`config.mk`:
```
export PLATFORM = sky130hd
export DESIGN_NAME = timer_monitor
export DESIGN_NICKNAME = d
export VERILOG_FILES = /design/src/rtl/timer_pkg.sv /design/src/rtl/edge_detect.sv /design/src/rtl/timer_monitor.sv
export SDC_FILE = /design/constraint.sdc
export NUM_CORES = 1
export LEC_CHECK = 0
export ABC_AREA = 1
export CORE_UTILIZATION = 62
export CTS_CLUSTER_DIAMETER = 100
export DETAILED_ROUTE_END_ITERATION = 10
export HOLD_SLACK_MARGIN = 0.03
export PLACE_DENSITY = 0.79
export RECOVER_POWER = 25
export SETUP_SLACK_MARGIN = 0.1
export SLEW_MARGIN = 20
export SYNTH_ARGS = -nofsm -noshare
export SYNTH_HDL_FRONTEND = slang
export SYNTH_SLANG_ARGS = --single-unit
```
`constraint.sdc`:
```
create_clock -name i_clk -period 2.9 [get_ports i_clk]
set_input_delay 0.435 -clock i_clk [delete_from_list [all_inputs] [get_ports i_clk]]
set_output_delay 0.435 -clock i_clk [all_outputs]
set_load 0.01 [all_outputs]
```
`src/rtl/timer_pkg.sv`:
```
// Shared definitions for the timer and its monitor: FSM encoding, read map, status layout.
package timer_pkg;

  localparam int unsigned RADDR_W = 2;

  // Measurement FSM states
  typedef enum logic [1:0] {
    ST_IDLE = 2'd0,
    ST_HIGH = 2'd1,
    ST_LOW  = 2'd2,
    ST_DONE = 2'd3
  } state_e;

  // Read register addresses
  localparam logic [RADDR_W-1:0] RADDR_HIGH   = 2'd0;
  localparam logic [RADDR_W-1:0] RADDR_LOW    = 2'd1;
  localparam logic [RADDR_W-1:0] RADDR_PERIOD = 2'd2;
  localparam logic [RADDR_W-1:0] RADDR_STATUS = 2'd3;

  // Status register payload, LSB first: busy, done, ovf
  typedef struct packed {
    logic ovf;
    logic done;
    logic busy;
  } status_t;

endpackage

```
`src/rtl/edge_detect.sv`:
```
// Single-register edge detector; edges are suppressed in the first cycle after reset
// so that a level already present at reset release is not taken as an edge.
module edge_detect (
  input  logic clk,
  input  logic rst,
  input  logic d,
  output logic rise,
  output logic fall
);

  logic d_q, d_d;
  logic armed_q, armed_d;

  // Next-state for the sampled input and the post-reset arm flag
  always_comb begin
    d_d     = d;
    armed_d = 1'b1;
  end

  // Input register and arm flag
  always_ff @(posedge clk) begin
    if (rst) begin
      d_q     <= 1'b0;
      armed_q <= 1'b0;
    end else begin
      d_q     <= d_d;
      armed_q <= armed_d;
    end
  end

  // Edges in the same cycle the input changes
  always_comb begin
    rise = armed_q & d & ~d_q;
    fall = armed_q & ~d & d_q;
  end

endmodule

```
`src/rtl/timer_monitor.sv`:
```
// Measures high width, low width and period count of an upstream PWM until the
// timer signals end-of-run; results are exposed through a 4-entry read map.
module timer_monitor
  import timer_pkg::*;
#(
  parameter int unsigned WIDTH = 16
) (
  input  logic               i_clk,
  input  logic               i_rst,
  input  logic               i_pwm,
  input  logic               i_timer_end,
  input  logic               i_clr,
  input  logic               i_re,
  input  logic [RADDR_W-1:0] i_raddr,
  output logic [WIDTH-1:0]   o_rdata,
  output logic               o_rvalid,
  output logic               o_irq
);

  localparam logic [WIDTH-1:0] CNT_MAX = {WIDTH{1'b1}};
  localparam logic [WIDTH-1:0] CNT_ONE = WIDTH'(1);

  logic pwm_rise, pwm_fall;
  logic te_rise, te_fall_unused;

  state_e           state_q, state_d;
  logic [WIDTH-1:0] cnt_q, cnt_d;
  logic [WIDTH-1:0] high_width_q, high_width_d;
  logic [WIDTH-1:0] low_width_q, low_width_d;
  logic [WIDTH-1:0] period_cnt_q, period_cnt_d;
  logic             ovf_q, ovf_d;
  logic             irq_q, irq_d;
  logic [WIDTH-1:0] rdata_q, rdata_d;
  logic             rvalid_q, rvalid_d;

  logic [WIDTH-1:0] cnt_inc, period_inc;
  status_t          status_c;

  edge_detect u_pwm_edge (
    .clk  (i_clk),
    .rst  (i_rst),
    .d    (i_pwm),
    .rise (pwm_rise),
    .fall (pwm_fall)
  );

  edge_detect u_te_edge (
    .clk  (i_clk),
    .rst  (i_rst),
    .d    (i_timer_end),
    .rise (te_rise),
    .fall (te_fall_unused)
  );

  // Saturating increments of the running counter and the period counter
  always_comb begin
    cnt_inc    = (cnt_q == CNT_MAX) ? cnt_q : cnt_q + CNT_ONE;
    period_inc = (period_cnt_q == CNT_MAX) ? period_cnt_q : period_cnt_q + CNT_ONE;
  end

  // Measurement FSM: clear beats timer end, timer end beats pwm edges
  always_comb begin
    state_d      = state_q;
    cnt_d        = cnt_q;
    high_width_d = high_width_q;
    low_width_d  = low_width_q;
    period_cnt_d = period_cnt_q;
    ovf_d        = ovf_q;
    irq_d        = irq_q;

    if (i_clr) begin
      state_d      = ST_IDLE;
      cnt_d        = '0;
      high_width_d = '0;
      low_width_d  = '0;
      period_cnt_d = '0;
      ovf_d        = 1'b0;
      irq_d        = 1'b0;
    end else if ((state_q != ST_DONE) && te_rise) begin
      state_d = ST_DONE;
      irq_d   = 1'b1;
    end else begin
      unique case (state_q)
        ST_IDLE: begin
          if (pwm_rise) begin
            state_d = ST_HIGH;
            cnt_d   = CNT_ONE;
          end
        end
        ST_HIGH: begin
          if (pwm_fall) begin
            high_width_d = cnt_q;
            cnt_d        = CNT_ONE;
            state_d      = ST_LOW;
          end else begin
            cnt_d = cnt_inc;
            if (cnt_inc == CNT_MAX) ovf_d = 1'b1;
          end
        end
        ST_LOW: begin
          if (pwm_rise) begin
            low_width_d  = cnt_q;
            period_cnt_d = period_inc;
            if (period_inc == CNT_MAX) ovf_d = 1'b1;
            cnt_d        = CNT_ONE;
            state_d      = ST_HIGH;
          end else begin
            cnt_d = cnt_inc;
            if (cnt_inc == CNT_MAX) ovf_d = 1'b1;
          end
        end
        ST_DONE: begin
        end
      endcase
    end
  end

  // Read mux: samples pre-update register values in the strobe cycle
  always_comb begin
    status_c      = '0;
    status_c.ovf  = ovf_q;
    status_c.done = (state_q == ST_DONE);
    status_c.busy = (state_q == ST_HIGH) || (state_q == ST_LOW);

    rdata_d  = rdata_q;
    rvalid_d = i_re;
    if (i_re) begin
      unique case (i_raddr)
        RADDR_HIGH:   rdata_d = high_width_q;
        RADDR_LOW:    rdata_d = low_width_q;
        RADDR_PERIOD: rdata_d = period_cnt_q;
        RADDR_STATUS: rdata_d = WIDTH'(status_c);
      endcase
    end
  end

  // State and result registers
  always_ff @(posedge i_clk) begin
    if (i_rst) begin
      state_q      <= ST_IDLE;
      cnt_q        <= '0;
      high_width_q <= '0;
      low_width_q  <= '0;
      period_cnt_q <= '0;
      ovf_q        <= 1'b0;
      irq_q        <= 1'b0;
      rdata_q      <= '0;
      rvalid_q     <= 1'b0;
    end else begin
      state_q      <= state_d;
      cnt_q        <= cnt_d;
      high_width_q <= high_width_d;
      low_width_q  <= low_width_d;
      period_cnt_q <= period_cnt_d;
      ovf_q        <= ovf_d;
      irq_q        <= irq_d;
      rdata_q      <= rdata_d;
      rvalid_q     <= rvalid_d;
    end
  end

  assign o_rdata  = rdata_q;
  assign o_rvalid = rvalid_q;
  assign o_irq    = irq_q;

endmodule

```
==> reports/results.tsv <==
metric	value	unit
worst_path_max_delay_cell	sky130_fd_sc_hd__o21a_1	
ctsLongestPathBuffers	2	
final_layout_size_suffix_gt1_share	8.11	%
post_synth_cell_types	34	
cts_hold_repair.buffers	0	
clock-sinks	88	
setup-violations-final	0	
antenna_found_initial	0	
post-route-period-util	81.9	%
numPortBuffers	25	
final_nets	688	
critical_path_peak_fanout	17	
crit_path_max_incr_delay	0.50	ns
floorplan.rows	30	
timing.hold.worst.class	flip-flop to flip-flop	
ant_diodes	0	
net_count_of_the_mapped_netlist	671	
grt_overflow	0	
count_of_max_cap_constraint_violations	0	
final.setup.tns	0	ns
vdd_drop_max	0.000342	V
worst-setup-path-type	flip-flop to flip-flop	
syn-mean-instance-area	6.85	um^2
clk_root_buffer_cell	sky130_fd_sc_hd__clkbuf_8	
synth_warn	0	
initial_utilization	65.1	%
mostFrequentLayoutCells	sky130_fd_sc_hd__nand2_1 (145), sky130_fd_sc_hd__dfxtp_1 (88), sky130_fd_sc_hd__inv_1 (71), sky130_fd_sc_hd__a21oi_1 (71), sky130_fd_sc_hd__o21ai_0 (66)	
die_area	7590	um^2
crit_path_start_kind	flip-flop	
wire_length_of_the_first_global_routing_pass	19.0	mm
totalPowerFinal	2570	uW
run_status	completed	
cts_inserted_buffers	9	
pre_cts_ws	0.390	ns
drt_iter0_markers	358	
power.density_cell_area	506	nW/um^2
cell_area_synth	4490	um^2
critical-path-top-delay-family	compound AO/OA/AOI/OAI gates	
cts.repair.resized	0	
rsz_0062_raised_after_global_routing	no	
wl	11.7	mm
final.setup_skew	0.00815	ns
crit-reg2reg-launch	state_q[0]$_SDFFE_PP0P_	
clkTransAtPathRegs	0.09	ns
area.growth.synth_to_final	13.0	%
cts_setup_buffers	0	
clock_insertion_delay_worst_skew	0.36	ns
worstHoldStart	ovf_q$_SDFFE_PP0P_	
routabilityCongestion	0.926	
seq_total_area_yosys	39.2	%
via_count	4376	
power_leakage	0.00205	uW
grt_start_max_net_pins	41	
filler_cell_count	603	
timing.slew.headroom	38.9	%
htreeDepth	3	
drt-wirelength-per-cell	15.1	um
placeableCoreArea	6910	um^2
globalRouteTotalUtil	32.5	%
synth-seq-cells	88	
cp_common_cell	sky130_fd_sc_hd__nor2_1	
postSynthCellCount	656	
worstPathCellList	ha_1, nor2_1, nand3_1, inv_1, nor2_1, o21ai_2, nor2_1, o21a_1, nand2_1, a21oi_1	
hold_violations	0	
final_antenna_net_count	0	
finalMaxSlewViolations	0	
drt_pre_antenna_iters	5	
die_x	87.1	um
critical_path.n_buffers_inverters	1	
final_core_util	73.5	%
cp_data_arrival_time	2.64	ns
boundaryPins	26	
dpl.hpwl	8.21	mm
cts_tree	done	
drc_errors	0	
layout.cells.most_common	sky130_fd_sc_hd__nand2_1	
viasPerCell	5.65	
fmax	421	MHz
critical_path.startpoint	state_q[0]$_SDFFE_PP0P_	
fin_crit	2.38	ns
number_of_global_route_vias_before_repair	3952	
worst-slew-pin-transition	0.915	ns
final.hold.worst_slack	0.471	ns
die_h	87.1	um
cp.required	3.17	ns
worst_setup_path_end_kind	flip-flop	
finalWorstSetupSlack	0.524	ns
==> cells in the mapped netlist (all sizes together) <==
master	instances	share of area [%]
and3	1	0.14
o21a	1	0.17
a211oi	1	0.17
nand4	8	1.1
nand2	155	14
nor3	6	0.78
a21oi	72	8.1
a31oi	15	2.1
o211ai	5	0.84
nor2	77	8.1
dfxtp	88	39
o21bai	1	0.17
nand3	30	3.3
o21ai	73	8.4
ha	7	1.9
inv	75	6.4
xor2	11	2.1
buf	5	0.67
clkbuf	20	1.7
xnor2	1	0.19
a221oi	4	0.78
==> flip-flops by register name, indices dropped and copies added (netlist names), 2 cells and up <==
| register | flops |
|---|---|
| cnt_q | 16 |
| high_width_q | 16 |
| low_width_q | 16 |
| o_rdata | 16 |
| period_cnt_q | 16 |
| state_q | 2 |
==> where the power goes <==
part           switching [uW]  internal, uW  leakage, uW
clock                     476           672     0.000136
sequential               16.2          1230     0.000713
combinational             116          63.0      0.00120
==> cell type report <==
type	instances	area [um^2]	share of cell area [%]
multi-input cells	468	2350	46.2
clock inverters	7	149	2.93
flip-flops and latches	88	1760	34.7
inverters	75	287	5.64
clock buffers	9	124	2.44
well taps	96	120	2.37
repair buffers	31	292	5.74
==> worst reg2reg max path: cells and delay by family (launching register included) <==
family	cells	cell delay (ns)
buf+inv	1	0.13
fa+ha+maj	1	0.20
flops	1	0.42
simple gates	5	0.63
compound gates	3	0.90
==> cells by family after synthesis <==
family          count (synthesis)  share of synthesized area [%]
flops                          88                           39.2
compound gates                172                           20.7
simple gates                  277                           27.1
fa+ha+maj                       7                           1.95
buf+inv                       100                           8.71
xor+xnor                       12                           2.34
==> through the flow <==
step                      instances  area (um^2)
final                           774         5080
after global routing            774         5080
after CTS                       774         5080
after detailed placement        758         4810
after global placement          758         4810
after floorplan                 656         4490
==> per-layer routing <==
layer	wire length [um]	vias to the layer above	share of wire [%]	GRT usage, %
met5	0	-	0	0
met4	255	0	2.2	11.8
met3	817	24	7.0	6.82
met2	5140	198	44	49.9
met1	5460	1966	47	45.1
li1	-	2188	-	-
==> worst paths after layout <==
kind                                                to  slack [ns]  cells past startpoint
worst max register to register  cnt_q[13]$_SDFFE_PP0P_        0.52                     10
worst max-delay path            cnt_q[13]$_SDFFE_PP0P_        0.52                     10
worst min-delay path                ovf_q$_SDFFE_PP0P_        0.47                      2
worst min register to register      ovf_q$_SDFFE_PP0P_        0.47                      2
Note: power is estimated with default switching activity, not from simulation.
